===== src/rtl/pipeline_mem_stage6_pkg.sv =====
// Shared types and widths for the memory-access stage: access encodings, FSM states,
// and the MEM/WB boundary payload.
package pipeline_mem_pkg;

    localparam int unsigned XLEN   = 64;
    localparam int unsigned STRB_W = XLEN / 8;
    localparam int unsigned OFF_W  = 3;
    localparam int unsigned CTRL_W = 3;
    localparam int unsigned SEL_W  = 2;
    localparam int unsigned REG_W  = 5;

    typedef enum logic [CTRL_W-1:0] {
        RD_NONE = 3'd0,
        RD_LB   = 3'd1,
        RD_LBU  = 3'd2,
        RD_LH   = 3'd3,
        RD_LHU  = 3'd4,
        RD_LW   = 3'd5,
        RD_LWU  = 3'd6,
        RD_LD   = 3'd7
    } dm_rd_ctrl_e;

    // Codes 5-7 are left unnamed and decode as "no store".
    typedef enum logic [CTRL_W-1:0] {
        WR_NONE = 3'd0,
        WR_SB   = 3'd1,
        WR_SH   = 3'd2,
        WR_SW   = 3'd3,
        WR_SD   = 3'd4
    } dm_wr_ctrl_e;

    typedef enum logic [1:0] {
        IDLE = 2'd0,
        WAIT = 2'd1,
        HOLD = 2'd2
    } mem_state_e;

    typedef enum logic [1:0] {
        SZ_B = 2'd0,
        SZ_H = 2'd1,
        SZ_W = 2'd2,
        SZ_D = 2'd3
    } acc_size_e;

    typedef struct packed {
        logic [XLEN-1:0]  pc;
        logic             rf_wr_en;
        logic [SEL_W-1:0] rf_wr_sel;
        logic [XLEN-1:0]  alu_result;
        logic [REG_W-1:0] rd;
        logic [XLEN-1:0]  rdata;
        logic             misalign;
    } mem_wb_t;

    // Sign- or zero-extend the low field of v selected by sz.
    function automatic logic [XLEN-1:0] ext_field(input logic [XLEN-1:0] v,
                                                  input acc_size_e sz,
                                                  input logic sgn);
        logic [XLEN-1:0] r;
        case (sz)
            SZ_B:    r = {{(XLEN-8){sgn & v[7]}}, v[7:0]};
            SZ_H:    r = {{(XLEN-16){sgn & v[15]}}, v[15:0]};
            SZ_W:    r = {{(XLEN-32){sgn & v[31]}}, v[31:0]};
            default: r = v;
        endcase
        return r;
    endfunction

endpackage


===== src/rtl/pipeline_mem_stage6_if.sv =====
// Valid/ready data-memory port between the MEM stage (master) and data memory (slave).
interface pipeline_mem_stage6_if;
    import pipeline_mem_pkg::*;

    logic              dmem_valid;
    logic              dmem_we;
    logic [XLEN-1:0]   dmem_addr;
    logic [XLEN-1:0]   dmem_wdata;
    logic [STRB_W-1:0] dmem_wstrb;
    logic              dmem_ready;
    logic [XLEN-1:0]   dmem_rdata;

    modport master (
        output dmem_valid, dmem_we, dmem_addr, dmem_wdata, dmem_wstrb,
        input  dmem_ready, dmem_rdata
    );

    modport slave (
        input  dmem_valid, dmem_we, dmem_addr, dmem_wdata, dmem_wstrb,
        output dmem_ready, dmem_rdata
    );

endinterface


===== src/rtl/pipeline_mem_stage6_align.sv =====
// Combinational byte-lane logic: store strobes/replication, load extraction/extension,
// and alignment check. A store wins when both controls are nonzero.
module mem_align_unit
    import pipeline_mem_pkg::*;
(
    input  logic [OFF_W-1:0]  i_off,
    input  logic [CTRL_W-1:0] i_rd_ctrl,
    input  logic [CTRL_W-1:0] i_wr_ctrl,
    input  logic [XLEN-1:0]   i_st_data,
    input  logic [XLEN-1:0]   i_ld_word,
    output logic              o_is_load,
    output logic              o_is_store,
    output logic              o_misalign,
    output logic [XLEN-1:0]   o_wdata,
    output logic [STRB_W-1:0] o_wstrb,
    output logic [XLEN-1:0]   o_ld_data
);

    acc_size_e         w_size;
    logic              w_sgn;
    logic              w_is_load;
    logic              w_is_store;
    logic              w_bad_off;
    logic [STRB_W-1:0] w_strb;
    logic [XLEN-1:0]   w_wdata;
    logic [XLEN-1:0]   w_shift;

    // Decode access kind and size.
    always_comb begin
        w_is_store = 1'b0;
        w_is_load  = 1'b0;
        w_size     = SZ_B;
        w_sgn      = 1'b0;
        case (dm_wr_ctrl_e'(i_wr_ctrl))
            WR_SB:   begin w_is_store = 1'b1; w_size = SZ_B; end
            WR_SH:   begin w_is_store = 1'b1; w_size = SZ_H; end
            WR_SW:   begin w_is_store = 1'b1; w_size = SZ_W; end
            WR_SD:   begin w_is_store = 1'b1; w_size = SZ_D; end
            default: ;
        endcase
        if (!w_is_store) begin
            case (dm_rd_ctrl_e'(i_rd_ctrl))
                RD_LB:   begin w_is_load = 1'b1; w_size = SZ_B; w_sgn = 1'b1; end
                RD_LBU:  begin w_is_load = 1'b1; w_size = SZ_B; end
                RD_LH:   begin w_is_load = 1'b1; w_size = SZ_H; w_sgn = 1'b1; end
                RD_LHU:  begin w_is_load = 1'b1; w_size = SZ_H; end
                RD_LW:   begin w_is_load = 1'b1; w_size = SZ_W; w_sgn = 1'b1; end
                RD_LWU:  begin w_is_load = 1'b1; w_size = SZ_W; end
                RD_LD:   begin w_is_load = 1'b1; w_size = SZ_D; end
                default: ;
            endcase
        end
    end

    // Lane placement and alignment by size.
    always_comb begin
        w_bad_off = 1'b0;
        w_strb    = '0;
        w_wdata   = '0;
        case (w_size)
            SZ_B: begin
                w_strb  = STRB_W'(8'h01) << i_off;
                w_wdata = {8{i_st_data[7:0]}};
            end
            SZ_H: begin
                w_bad_off = i_off[0];
                w_strb    = STRB_W'(8'h03) << i_off;
                w_wdata   = {4{i_st_data[15:0]}};
            end
            SZ_W: begin
                w_bad_off = |i_off[1:0];
                w_strb    = STRB_W'(8'h0F) << i_off;
                w_wdata   = {2{i_st_data[31:0]}};
            end
            default: begin
                w_bad_off = |i_off;
                w_strb    = '1;
                w_wdata   = i_st_data;
            end
        endcase
    end

    assign w_shift    = i_ld_word >> {i_off, 3'b000};
    assign o_is_load  = w_is_load;
    assign o_is_store = w_is_store;
    assign o_misalign = (w_is_load | w_is_store) & w_bad_off;
    assign o_wdata    = w_wdata;
    assign o_wstrb    = w_is_store ? w_strb : '0;
    assign o_ld_data  = w_is_load ? ext_field(w_shift, w_size, w_sgn) : '0;

endmodule


===== src/rtl/pipeline_mem_stage6.sv =====
// Memory-access stage: issues valid/ready data-memory requests, stalls upstream while an
// access is outstanding, and registers results into the MEM/WB boundary.
module pipeline_mem_stage6
    import pipeline_mem_pkg::*;
(
    input  logic              clk,
    input  logic              reset,
    input  logic              stall,
    input  logic [XLEN-1:0]   pc_EXA,
    input  logic              rf_wr_en_EXA,
    input  logic [SEL_W-1:0]  rf_wr_sel_EXA,
    input  logic [XLEN-1:0]   alu_result_EXA,
    input  logic [CTRL_W-1:0] dm_rd_ctrl_EXA,
    input  logic [CTRL_W-1:0] dm_wr_ctrl_EXA,
    input  logic [XLEN-1:0]   reg_data2_EXA,
    input  logic [REG_W-1:0]  rd_EXA,
    pipeline_mem_stage6_if.master dmem,
    output logic              stall_req,
    output logic [XLEN-1:0]   pc_MEM,
    output logic              rf_wr_en_MEM,
    output logic [SEL_W-1:0]  rf_wr_sel_MEM,
    output logic [XLEN-1:0]   alu_result_MEM,
    output logic [REG_W-1:0]  rd_MEM,
    output logic [XLEN-1:0]   dm_rdata_MEM,
    output logic              misalign_MEM
);

    mem_state_e      r_state;
    mem_state_e      w_state_nxt;
    mem_wb_t         r_mw;
    logic [XLEN-1:0] r_rdata_buf;

    logic              w_is_load;
    logic              w_is_store;
    logic              w_misalign;
    logic              w_go;
    logic              w_valid;
    logic              w_stall_req;
    logic              w_done;
    logic [XLEN-1:0]   w_wdata;
    logic [STRB_W-1:0] w_wstrb;
    logic [XLEN-1:0]   w_ld_data;
    logic [XLEN-1:0]   w_ld_live;

    mem_align_unit u_align (
        .i_off      (alu_result_EXA[OFF_W-1:0]),
        .i_rd_ctrl  (dm_rd_ctrl_EXA),
        .i_wr_ctrl  (dm_wr_ctrl_EXA),
        .i_st_data  (reg_data2_EXA),
        .i_ld_word  (dmem.dmem_rdata),
        .o_is_load  (w_is_load),
        .o_is_store (w_is_store),
        .o_misalign (w_misalign),
        .o_wdata    (w_wdata),
        .o_wstrb    (w_wstrb),
        .o_ld_data  (w_ld_data)
    );

    assign w_go      = (w_is_load | w_is_store) & ~w_misalign;
    assign w_ld_live = (w_is_load & ~w_misalign) ? w_ld_data : '0;

    always_ff @(posedge clk or negedge reset) begin
        if (!reset) r_state <= IDLE;
        else        r_state <= w_state_nxt;
    end

    // Next state and bus/stall control; stall_req drops in the cycle ready arrives.
    always_comb begin
        w_state_nxt = r_state;
        w_valid     = 1'b0;
        w_stall_req = 1'b0;
        w_done      = 1'b0;
        case (r_state)
            IDLE: begin
                if (w_go) begin
                    w_valid = 1'b1;
                    if (dmem.dmem_ready) begin
                        w_done = 1'b1;
                        if (stall) w_state_nxt = HOLD;
                    end else begin
                        w_stall_req = 1'b1;
                        w_state_nxt = WAIT;
                    end
                end
            end
            WAIT: begin
                w_valid = 1'b1;
                if (dmem.dmem_ready) begin
                    w_done      = 1'b1;
                    w_state_nxt = stall ? HOLD : IDLE;
                end else begin
                    w_stall_req = 1'b1;
                end
            end
            HOLD: begin
                if (!stall) w_state_nxt = IDLE;
            end
            default: w_state_nxt = IDLE;
        endcase
    end

    // Completed load data parked while the pipeline is frozen.
    always_ff @(posedge clk or negedge reset) begin
        if (!reset) begin
            r_rdata_buf <= '0;
        end else if (w_done && stall) begin
            r_rdata_buf <= w_ld_live;
        end
    end

    always_ff @(posedge clk or negedge reset) begin
        if (!reset) begin
            r_mw <= '0;
        end else if (!stall) begin
            if (w_stall_req) begin
                r_mw <= '0;
            end else begin
                r_mw.pc         <= pc_EXA;
                r_mw.rf_wr_en   <= rf_wr_en_EXA & ~w_misalign;
                r_mw.rf_wr_sel  <= rf_wr_sel_EXA;
                r_mw.alu_result <= alu_result_EXA;
                r_mw.rd         <= rd_EXA;
                r_mw.rdata      <= (r_state == HOLD) ? r_rdata_buf : w_ld_live;
                r_mw.misalign   <= w_misalign;
            end
        end
    end

    // Request is dropped the instant reset asserts.
    assign dmem.dmem_valid = w_valid & reset;
    assign dmem.dmem_we    = w_is_store;
    assign dmem.dmem_addr  = {alu_result_EXA[XLEN-1:OFF_W], OFF_W'(0)};
    assign dmem.dmem_wdata = w_wdata;
    assign dmem.dmem_wstrb = w_wstrb;
    assign stall_req       = w_stall_req & reset;

    assign pc_MEM         = r_mw.pc;
    assign rf_wr_en_MEM   = r_mw.rf_wr_en;
    assign rf_wr_sel_MEM  = r_mw.rf_wr_sel;
    assign alu_result_MEM = r_mw.alu_result;
    assign rd_MEM         = r_mw.rd;
    assign dm_rdata_MEM   = r_mw.rdata;
    assign misalign_MEM   = r_mw.misalign;

endmodule


===== src/flat_wrapper.sv =====
// flat-port wrapper written by rule: the top's interface ports become plain ports
module pipeline_mem_stage6_flat import pipeline_mem_pkg::*;
  (clk, reset, stall, pc_EXA, rf_wr_en_EXA, rf_wr_sel_EXA, alu_result_EXA, dm_rd_ctrl_EXA, dm_wr_ctrl_EXA, reg_data2_EXA, rd_EXA, stall_req, pc_MEM, rf_wr_en_MEM, rf_wr_sel_MEM, alu_result_MEM, rd_MEM, dm_rdata_MEM, misalign_MEM, dmem_dmem_valid, dmem_dmem_we, dmem_dmem_addr, dmem_dmem_wdata, dmem_dmem_wstrb, dmem_dmem_ready, dmem_dmem_rdata);
  pipeline_mem_stage6_if dmem_i ();
  input  logic clk;
  input  logic reset;
  input  logic stall;
  input  logic [XLEN-1:0] pc_EXA;
  input  logic rf_wr_en_EXA;
  input  logic [SEL_W-1:0] rf_wr_sel_EXA;
  input  logic [XLEN-1:0] alu_result_EXA;
  input  logic [CTRL_W-1:0] dm_rd_ctrl_EXA;
  input  logic [CTRL_W-1:0] dm_wr_ctrl_EXA;
  input  logic [XLEN-1:0] reg_data2_EXA;
  input  logic [REG_W-1:0] rd_EXA;
  output logic stall_req;
  output logic [XLEN-1:0] pc_MEM;
  output logic rf_wr_en_MEM;
  output logic [SEL_W-1:0] rf_wr_sel_MEM;
  output logic [XLEN-1:0] alu_result_MEM;
  output logic [REG_W-1:0] rd_MEM;
  output logic [XLEN-1:0] dm_rdata_MEM;
  output logic misalign_MEM;
  output wire logic [$bits(dmem_i.dmem_valid)-1:0] dmem_dmem_valid;
  output wire logic [$bits(dmem_i.dmem_we)-1:0] dmem_dmem_we;
  output wire logic [$bits(dmem_i.dmem_addr)-1:0] dmem_dmem_addr;
  output wire logic [$bits(dmem_i.dmem_wdata)-1:0] dmem_dmem_wdata;
  output wire logic [$bits(dmem_i.dmem_wstrb)-1:0] dmem_dmem_wstrb;
  input wire logic [$bits(dmem_i.dmem_ready)-1:0] dmem_dmem_ready;
  input wire logic [$bits(dmem_i.dmem_rdata)-1:0] dmem_dmem_rdata;
  assign dmem_dmem_valid = dmem_i.dmem_valid;
  assign dmem_dmem_we = dmem_i.dmem_we;
  assign dmem_dmem_addr = dmem_i.dmem_addr;
  assign dmem_dmem_wdata = dmem_i.dmem_wdata;
  assign dmem_dmem_wstrb = dmem_i.dmem_wstrb;
  assign dmem_i.dmem_ready = dmem_dmem_ready;
  assign dmem_i.dmem_rdata = dmem_dmem_rdata;
  pipeline_mem_stage6 u_core (.clk(clk), .reset(reset), .stall(stall), .pc_EXA(pc_EXA), .rf_wr_en_EXA(rf_wr_en_EXA), .rf_wr_sel_EXA(rf_wr_sel_EXA), .alu_result_EXA(alu_result_EXA), .dm_rd_ctrl_EXA(dm_rd_ctrl_EXA), .dm_wr_ctrl_EXA(dm_wr_ctrl_EXA), .reg_data2_EXA(reg_data2_EXA), .rd_EXA(rd_EXA), .dmem(dmem_i), .stall_req(stall_req), .pc_MEM(pc_MEM), .rf_wr_en_MEM(rf_wr_en_MEM), .rf_wr_sel_MEM(rf_wr_sel_MEM), .alu_result_MEM(alu_result_MEM), .rd_MEM(rd_MEM), .dm_rdata_MEM(dm_rdata_MEM), .misalign_MEM(misalign_MEM));
endmodule

===== config.mk =====
export PLATFORM = sky130hd
export DESIGN_NAME = pipeline_mem_stage6_flat
export DESIGN_NICKNAME = d
export VERILOG_FILES = /design/src/rtl/pipeline_mem_stage6_pkg.sv /design/src/rtl/pipeline_mem_stage6_if.sv /design/src/rtl/pipeline_mem_stage6_align.sv /design/src/rtl/pipeline_mem_stage6.sv /design/src/flat_wrapper.sv
export SDC_FILE = /design/constraint.sdc
export NUM_CORES = 1
export LEC_CHECK = 0
export ABC_AREA = 1
export CELL_PAD_IN_SITES_DETAIL_PLACEMENT = 1
export CELL_PAD_IN_SITES_GLOBAL_PLACEMENT = 1
export CORE_UTILIZATION = 31
export DETAILED_ROUTE_END_ITERATION = 7
export PLACE_DENSITY = 0.81
export SYNTH_ARGS = -nofsm -noshare
export SYNTH_HDL_FRONTEND = slang
export SYNTH_HIERARCHICAL = 1
export SYNTH_SLANG_ARGS = --single-unit

===== constraint.sdc =====
create_clock -name clk -period 8.17 [get_ports clk]
set_input_delay 2.451 -clock clk [delete_from_list [all_inputs] [get_ports clk]]
set_output_delay 2.451 -clock clk [all_outputs]
set_load 0.05 [all_outputs]

### Word level (Yosys, flattened, before mapping)

Index checks and enable logic that the tools add are counted.

* shift-type cells: 4
* bitwise operators: 11
* equal/unequal tests: 19
* reduce and logical (&&, ||, !) cells: 12
* multiplexer cells: 32

Operator list (number)
* case mux 64 bit (3 select lines): 2
* two-way mux 201 bit: 1
* two-way mux 64 bit: 3
* >> shifter 64 x 6 -> 64 bit: 1
* case mux 8 bit (3 select lines): 1
* == test 3 bit (second input constant): 5
* two-way mux 2 bit: 7
* == test 3 x 2 -> 1 bit (second input constant): 4
* case mux 2 bit (3 select lines): 2
* two-way mux 1 bit: 10
* AND 1 bit: 9
* two-way mux 8 bit: 1
* case mux 2 bit (4 select lines): 1
* OR reduction 2 bit: 4
* left shift 1 x 3 -> 8 bit (first input constant): 1
* left shift 2 x 3 -> 8 bit (first input constant): 1
* left shift 4 x 3 -> 8 bit (first input constant): 1
* OR reduction 7 bit: 1
* == test 3 x 1 -> 1 bit (second input constant): 2
* case mux 1 bit (2 select lines): 3
* OR reduction 3 bit: 2
* == test 2 x 1 -> 1 bit (second input constant): 2
* == test 2 bit (second input constant): 2
* logical NOT 2 bit: 2
* other kinds (9): 10

* word-level logic and storage cells: 87
* output and inout port bits: 340
* register bits after elaboration: 267

### Longest topological paths before layout

Gate-level depths: netlist of run 1.

* depth after elaboration: 12
* depth in mapped cells: 24
* depth with buffers taken out: 24

### Cells and area by module

Netlist of run 1, hierarchy kept.

Modules (own cells, without submodules)
* pipeline_mem_stage6: sequential area each 6681.4 um2, cells each 1992, area each 13980.9 um2, times used 1
* mem_align_unit: sequential area each 0.0 um2, cells each 811, area each 3789.9 um2, times used 1

### Least setup slack after synthesis of run 1

OpenSTA, ideal clock, no wires.

* path kind: input-to-output
* start point: input dm_wr_ctrl_EXA[0]
* end point: output stall_req
* stages: 20
* setup slack: 243 ps
* arrival: 5476 ps
* data required time: 5719 ps
* cell sequence: inv_1 > nand2_1 > nand2_1 > nand2_2 > nand2_4 > nor2_4 > o22ai_1 > inv_1 > ha_1 > clkbuf_1 > nor2_1 > o21ai_0 > o211ai_1 > inv_1 > inv_2 > nand3_2 > nand2_2 > nand2_2 > buf_2 > nor2_1

* longest elaborated chain between the ends: 12
* elaborated cells on any way between the ends: 21
* those cells by class: eq/ne (6); mux (8); bitwise (5); reduce/logical (2)

Ends and longest elaborated chain
* from (decl): RTL line flat_wrapper.sv:13 `input logic [CTRL_W-1:0] dm_wr_ctrl_EXA;`
* == test 3 bit, or another cell as far along: RTL line pipeline_mem_stage6_align.sv:34 `case (dm_wr_ctrl_e'(i_wr_ctrl))`
* OR reduction 4 bit (no source line) *
* two-way mux 1 bit *: RTL line pipeline_mem_stage6_align.sv:34
* via dmem_dmem_we: RTL line flat_wrapper.sv:25 `output wire logic [$bits(dmem_i.dmem_we)-1:0] dmem_dmem_we;`
* two-way mux 2 bit: RTL line pipeline_mem_stage6_align.sv:41 `if (!w_is_store) begin`
* == test 2 bit, or another cell as far along: RTL line pipeline_mem_stage6_align.sv:60 `case (w_size)`
* case mux 1 bit (3 select lines): RTL line pipeline_mem_stage6_align.sv:60
* AND 1 bit *: RTL line pipeline_mem_stage6_align.sv:86 `assign o_misalign = (w_is_load | w_is_store) & w_bad_off;`
* via u_core.w_misalign: RTL line pipeline_mem_stage6.sv:35 `logic w_misalign;`
* NOT 1 bit *: RTL line pipeline_mem_stage6.sv:59 `assign w_go = (w_is_load | w_is_store) & ~w_misalign;`
* AND 1 bit *: RTL line pipeline_mem_stage6.sv:59
* two-way mux 1 bit *: RTL line pipeline_mem_stage6.sv:75 `if (w_go) begin`
* case mux 1 bit (2 select lines) *: RTL line pipeline_mem_stage6.sv:73 `case (r_state)`
* AND 1 bit *: RTL line pipeline_mem_stage6.sv:135 `assign stall_req = w_stall_req & reset;`
* to (decl): RTL line flat_wrapper.sv:16 `output logic stall_req;`

Mark *: on every way through the listed nets, which the timed path passes. The rest lies on a longest branch.

### Worst setup path in the final report of run 1

* start point: input dm_wr_ctrl_EXA[1]
* end point: output stall_req

* longest elaborated chain between the ends: 12
* elaborated cells on any way between the ends: 21
* those cells by class: eq/ne (6); mux (8); bitwise (5); reduce/logical (2)

Ends and longest elaborated chain (RTL line)
* == test 3 bit, or another cell as far along: pipeline_mem_stage6_align.sv:34
* case mux 2 bit (3 select lines) or OR reduction 4 bit (tied branches)
* case mux 2 bit (4 select lines) or two-way mux 1 bit (tied branches): pipeline_mem_stage6_align.sv:42, pipeline_mem_stage6_align.sv:34
* two-way mux 2 bit: pipeline_mem_stage6_align.sv:41
* == test 2 bit, or another cell as far along: pipeline_mem_stage6_align.sv:60
* case mux 1 bit (3 select lines): pipeline_mem_stage6_align.sv:60
* AND 1 bit *: pipeline_mem_stage6_align.sv:86
* via u_core.w_misalign: pipeline_mem_stage6.sv:35
* NOT 1 bit *: pipeline_mem_stage6.sv:59
* AND 1 bit *: pipeline_mem_stage6.sv:59
* two-way mux 1 bit *: pipeline_mem_stage6.sv:75
* case mux 1 bit (2 select lines) *: pipeline_mem_stage6.sv:73
* AND 1 bit *: pipeline_mem_stage6.sv:135

Marks and branches as above.

==> results of run 1 <==
==> cell type report <==
type	count	area, µm²
clock inverters	7	128.9
inverters	367	1380
flip-flops and latches	267	6683
clock buffers	48	1005
diodes	3	7.507
well taps	756	945.9
fillers	7193	31630
repair buffers	644	6451
multi-input cells	1923	8269
==> how the worst max path moves through the flow <==
stage	depth (start not counted)	to	slack [ns]	start
finish	19	stall_req	0.38	dm_wr_ctrl_EXA[1]
global route	19	stall_req	0.02	dm_wr_ctrl_EXA[1]
CTS	19	stall_req	0.34	dm_wr_ctrl_EXA[1]
detailed placement	19	stall_req	0.37	dm_wr_ctrl_EXA[1]
global placement	19	stall_req	0.41	dm_wr_ctrl_EXA[1]
floorplan	20	stall_req	0.24	dm_wr_ctrl_EXA[0]
==> metal layers <==
metal	part of all wire	global-route usage	up-vias
met5	0	0	-
met4	0.046	0.1101	0
met3	0.075	0.05800	126
met2	0.48	0.3999	575
met1	0.40	0.2827	8807
li1	-	-	9211
==> critical path, stage by stage <==
cell,delay (ns)
sky130_fd_sc_hd__clkdlybuf4s50_1,0.50
sky130_fd_sc_hd__inv_1,0.05
sky130_fd_sc_hd__nand2_1,0.10
sky130_fd_sc_hd__nand2_1,0.08
sky130_fd_sc_hd__nand2_2,0.09
sky130_fd_sc_hd__nand2_4,0.10
sky130_fd_sc_hd__o22ai_1,0.35
sky130_fd_sc_hd__inv_1,0.12
sky130_fd_sc_hd__ha_1,0.23
sky130_fd_sc_hd__nor2_1,0.13
sky130_fd_sc_hd__o21ai_0,0.10
sky130_fd_sc_hd__o211ai_1,0.22
sky130_fd_sc_hd__inv_1,0.08
sky130_fd_sc_hd__inv_2,0.07
sky130_fd_sc_hd__nand3_2,0.09
sky130_fd_sc_hd__nand2_2,0.12
sky130_fd_sc_hd__nand2_8,0.09
sky130_fd_sc_hd__nor2_1,0.20
sky130_fd_sc_hd__buf_12,0.17
==> logic make-up after synthesis <==
logic type	synth area share
AOI/OAI and AO/OA	0.05316
adders and majority gates	0.003520
buffers and inverters	0.1603
DFF	0.3760
muxes	0.0005633
other	0.0002110
and+or+nand+nor	0.4063
==> synth_stat cells (2+ instances only) <==
master / n
sky130_fd_sc_hd__nand3_1: 189
sky130_fd_sc_hd__nand3_2: 3
sky130_fd_sc_hd__and2_1: 2
sky130_fd_sc_hd__nand2_4: 2
sky130_fd_sc_hd__inv_2: 5
sky130_fd_sc_hd__clkinv_1: 3
sky130_fd_sc_hd__buf_6: 9
sky130_fd_sc_hd__nand2_2: 8
sky130_fd_sc_hd__nor2_4: 5
sky130_fd_sc_hd__nor2_2: 34
sky130_fd_sc_hd__a21oi_1: 30
sky130_fd_sc_hd__buf_4: 98
sky130_fd_sc_hd__clkbuf_1: 47
sky130_fd_sc_hd__nand3b_1: 64
sky130_fd_sc_hd__buf_1: 12
sky130_fd_sc_hd__ha_1: 5
sky130_fd_sc_hd__a31oi_1: 4
sky130_fd_sc_hd__buf_2: 82
sky130_fd_sc_hd__dfrtp_1: 267
sky130_fd_sc_hd__nor2_1: 240
sky130_fd_sc_hd__inv_1: 358
sky130_fd_sc_hd__a211oi_1: 2
sky130_fd_sc_hd__a22oi_1: 8
sky130_fd_sc_hd__o21ai_1: 3
sky130_fd_sc_hd__nand2_1: 1196
sky130_fd_sc_hd__o211ai_1: 24
sky130_fd_sc_hd__o21ai_0: 92
sky130_fd_sc_hd__nand4_1: 2
==> power groups by stage <==
stage          logic (W)  clock network (W)  registers, W
5_1_grt          0.00269            0.00165       0.00161
4_1_cts          0.00255            0.00161       0.00159
3_3_place_gp     0.00251                  0       0.00161
2_1_floorplan    0.00107                  0       0.00214
3_5_place_dp     0.00253                  0       0.00161
6_report         0.00252            0.00155       0.00159
==> sequential cells by signal, indices dropped and copies added (netlist names) <==
signal and count:
u_core/rf_wr_en_MEM 1, u_core/rf_wr_sel_MEM 2, u_core/rd_MEM 5, u_core/r_state 2
u_core/alu_result_MEM 64, u_core/misalign_MEM 1, u_core/pc_MEM 64, u_core/dm_rdata_MEM 64
u_core/r_rdata_buf 64
==> per-stage QoR <==
step / hold WS (ns) / utilization / power (W) / cells
final: 0.4602 / 0.4402 / 0.005665 / 4015
after global routing: 0.4827 / 0.4402 / 0.005950 / 4014
after CTS: 0.4635 / 0.4401 / 0.005746 / 4012
after detailed placement: 0.4497 / 0.4200 / 0.004149 / 3957
after global placement: 0.4445 / 0.4200 / 0.004115 / 3957
after floorplan: 0.4332 / - / 0.003211 / 2805
==> results.md, run 1 <==
- Commonest non-fill, non-tap cell in the layout: sky130_fd_sc_hd__nand2_1
- CTS hold repair buffers: 0
- Pre-CTS setup slack: 0.3732 ns
- Hold endpoint: u_core/r_rdata_buf[50]$_DFFE_PN0P_
- Hold path depth: 2
- Detail-routed via count per cell: 4.662
- Total power divided by cell area: 227.8 nW/µm²
- Final worst-path cycle share: 0.9539
- Avg Synthesized Cell Area: 6.340 µm²
- Max Clock Skew: 0.02573 ns
- Clk sink count: 267
- Largest net degree at the start of global routing: 196
- Clock root buffer master: sky130_fd_sc_hd__clkbuf_16
- Launch point of the worst reg-to-reg path: u_core/r_state[1]$_DFFE_PN0P_
- Number of enable flip-flop cells after synthesis: 0
- Total clock buffers created by CTS: 34
- CTS-repair resized insts: 0
- Wire length of the first global-routing pass: 107300 µm
- Max-cap violations: 0
- Area growth from synthesis to layout: 39.95%
- Final routed wire length divided by cell count: 17.64 µm
- Layout cells sized above 1: 0.06634
- Run status: complete, no violations
- Ys Warns: 6
- Maximum net fanout on the critical path: 9
- Final design area excluding fillers: 24870 µm²
- Initial standard-cell utilization of the core: 0.3146
- Type of origin of the critical path: primary input
- Worst setup margin: 0.3766 ns
- GRT Residual Overflow: 0
- Part of the total power dissipated in combinational logic: 0.445
- Most frequently used flop master after synthesis: sky130_fd_sc_hd__dfrtp_1
- RSZ-0062 raised after global routing: false
- Class of the worst hold path: flip-flop to flip-flop
- Setup repair bufs after CTS: 0
- Initial DRC Count: 1080
- Synthesized area: 17770 µm²
- Total via count in the routed design: 18720
- Number of cells traversed by the worst register-to-register path: 8
- Portion of total power attributed to the clock network: 0.274
- Reported leakage power: approximately 14 nW
- I/O pin cnt: slightly above 600
- Worst-Margin Slew: 0.9839 ns
- Register bit count reported by yosys: 267
- Final WL: 70820 µm
- Count of endpoints failing setup in the final report: 0
- Antenna viol nets, final: 0
- Residual DRC count: 0
- Critical R2R Capture: u_core/dm_rdata_MEM[7]$_DFFE_PN0N_
- Max-Slew Margin vs Limit: 0.3441
- Max-slew violations: 0
- Sequential fraction of design power: 0.281
- Via count of the first global-routing pass: 18800
- Internal cell power: 0.003222 W
- Die Outline Area: 58290 µm²
- Insertion delay to the later sink of the worst-skew pair: 0.54 ns
- Sw power: approximately 0.0024 W
- Proportion of synthesized chip area in sequential cells: 0.3760
- Fraction of registers with async set or reset after synthesis: 1.000
- Final hold violation count: 0
- Worst Hold Launch: u_core/r_rdata_buf[50]$_DFFE_PN0P_
- Count of buffers from port buffering: 610
- Register clock-pin slew on the reported worst setup and hold paths: 0.05 ns
- Total cell area at the placement stage: 23730 µm²
- Largest voltage drop on the vdd net: around 0.11 mV
- Top library cells by usage in the layout, fill and taps aside: sky130_fd_sc_hd__nand2_1 (1194), sky130_fd_sc_hd__clkdlybuf4s50_1 (541), sky130_fd_sc_hd__inv_1 (356)
- Top area cells in the synthesized netlist: sky130_fd_sc_hd__dfrtp_1 (38%), sky130_fd_sc_hd__nand2_1 (25%), sky130_fd_sc_hd__inv_1 (7.6%)
- Net switching share of the total power: 0.4313
- Number of cell rows: between 80 and 90
- Post-synth cell types: 37
- Required time of the worst setup path: ~5.7 ns
- Peak clock frequency supported by timing: 128.3 MHz
- Buffers from clock root to sink, at most: 3
- Antenna violations before repair: 2
- Half-perimeter wire length after detailed placement: between 50000 and 60000 µm
- Vert. Die Dim: 241.4 µm
- Fraction of post-synthesis cell area in the top cell type by area: 0.3760
- Total GRT Usage: 0.2369
- TritonRoute pass-1 iters: 5
- Crit path kind: primary input to primary output
- Fin nets: ~3500
- Final total negative setup slack: 0 ns
- Routability Congestion: 0.8910
- CP arrival: 5.34 ns
- Area of the core: 56500 µm²
- Synthesized instance count: 2803
- TritonCTS clock tree: yes
- Synth area leader: sky130_fd_sc_hd__dfrtp_1
- Count of H-tree levels built during CTS: 2
- Clock period minus worst slack: 7.793 ns
- Element type at the critical path end: primary output
- R2r setup slk: 5.65 ns
- Width of the die: 241.4 µm
Note: power is estimated with default switching activity, not from simulation.
==> inputs of run 2 (changes only) <==
--- a/config.mk
+++ b/config.mk
@@ -11,6 +11,7 @@
 export CORE_UTILIZATION = 31
 export DETAILED_ROUTE_END_ITERATION = 7
 export PLACE_DENSITY = 0.81
+export SKIP_LAST_GASP = 1
 export SYNTH_ARGS = -nofsm -noshare
 export SYNTH_HDL_FRONTEND = slang
 export SYNTH_HIERARCHICAL = 1
==> results of run 2 <==
No change in the layout: final DEF, timing and power equal those of run 1.
==> inputs of run 3 (changes only) <==
--- a/config.mk
+++ b/config.mk
@@ -9,6 +9,7 @@
 export CELL_PAD_IN_SITES_DETAIL_PLACEMENT = 1
 export CELL_PAD_IN_SITES_GLOBAL_PLACEMENT = 1
 export CORE_UTILIZATION = 31
+export CTS_CLUSTER_DIAMETER = 200
 export DETAILED_ROUTE_END_ITERATION = 7
 export PLACE_DENSITY = 0.81
 export SKIP_LAST_GASP = 1
==> results of run 3 <==
No change in the layout: final DEF, timing and power equal those of run 1.
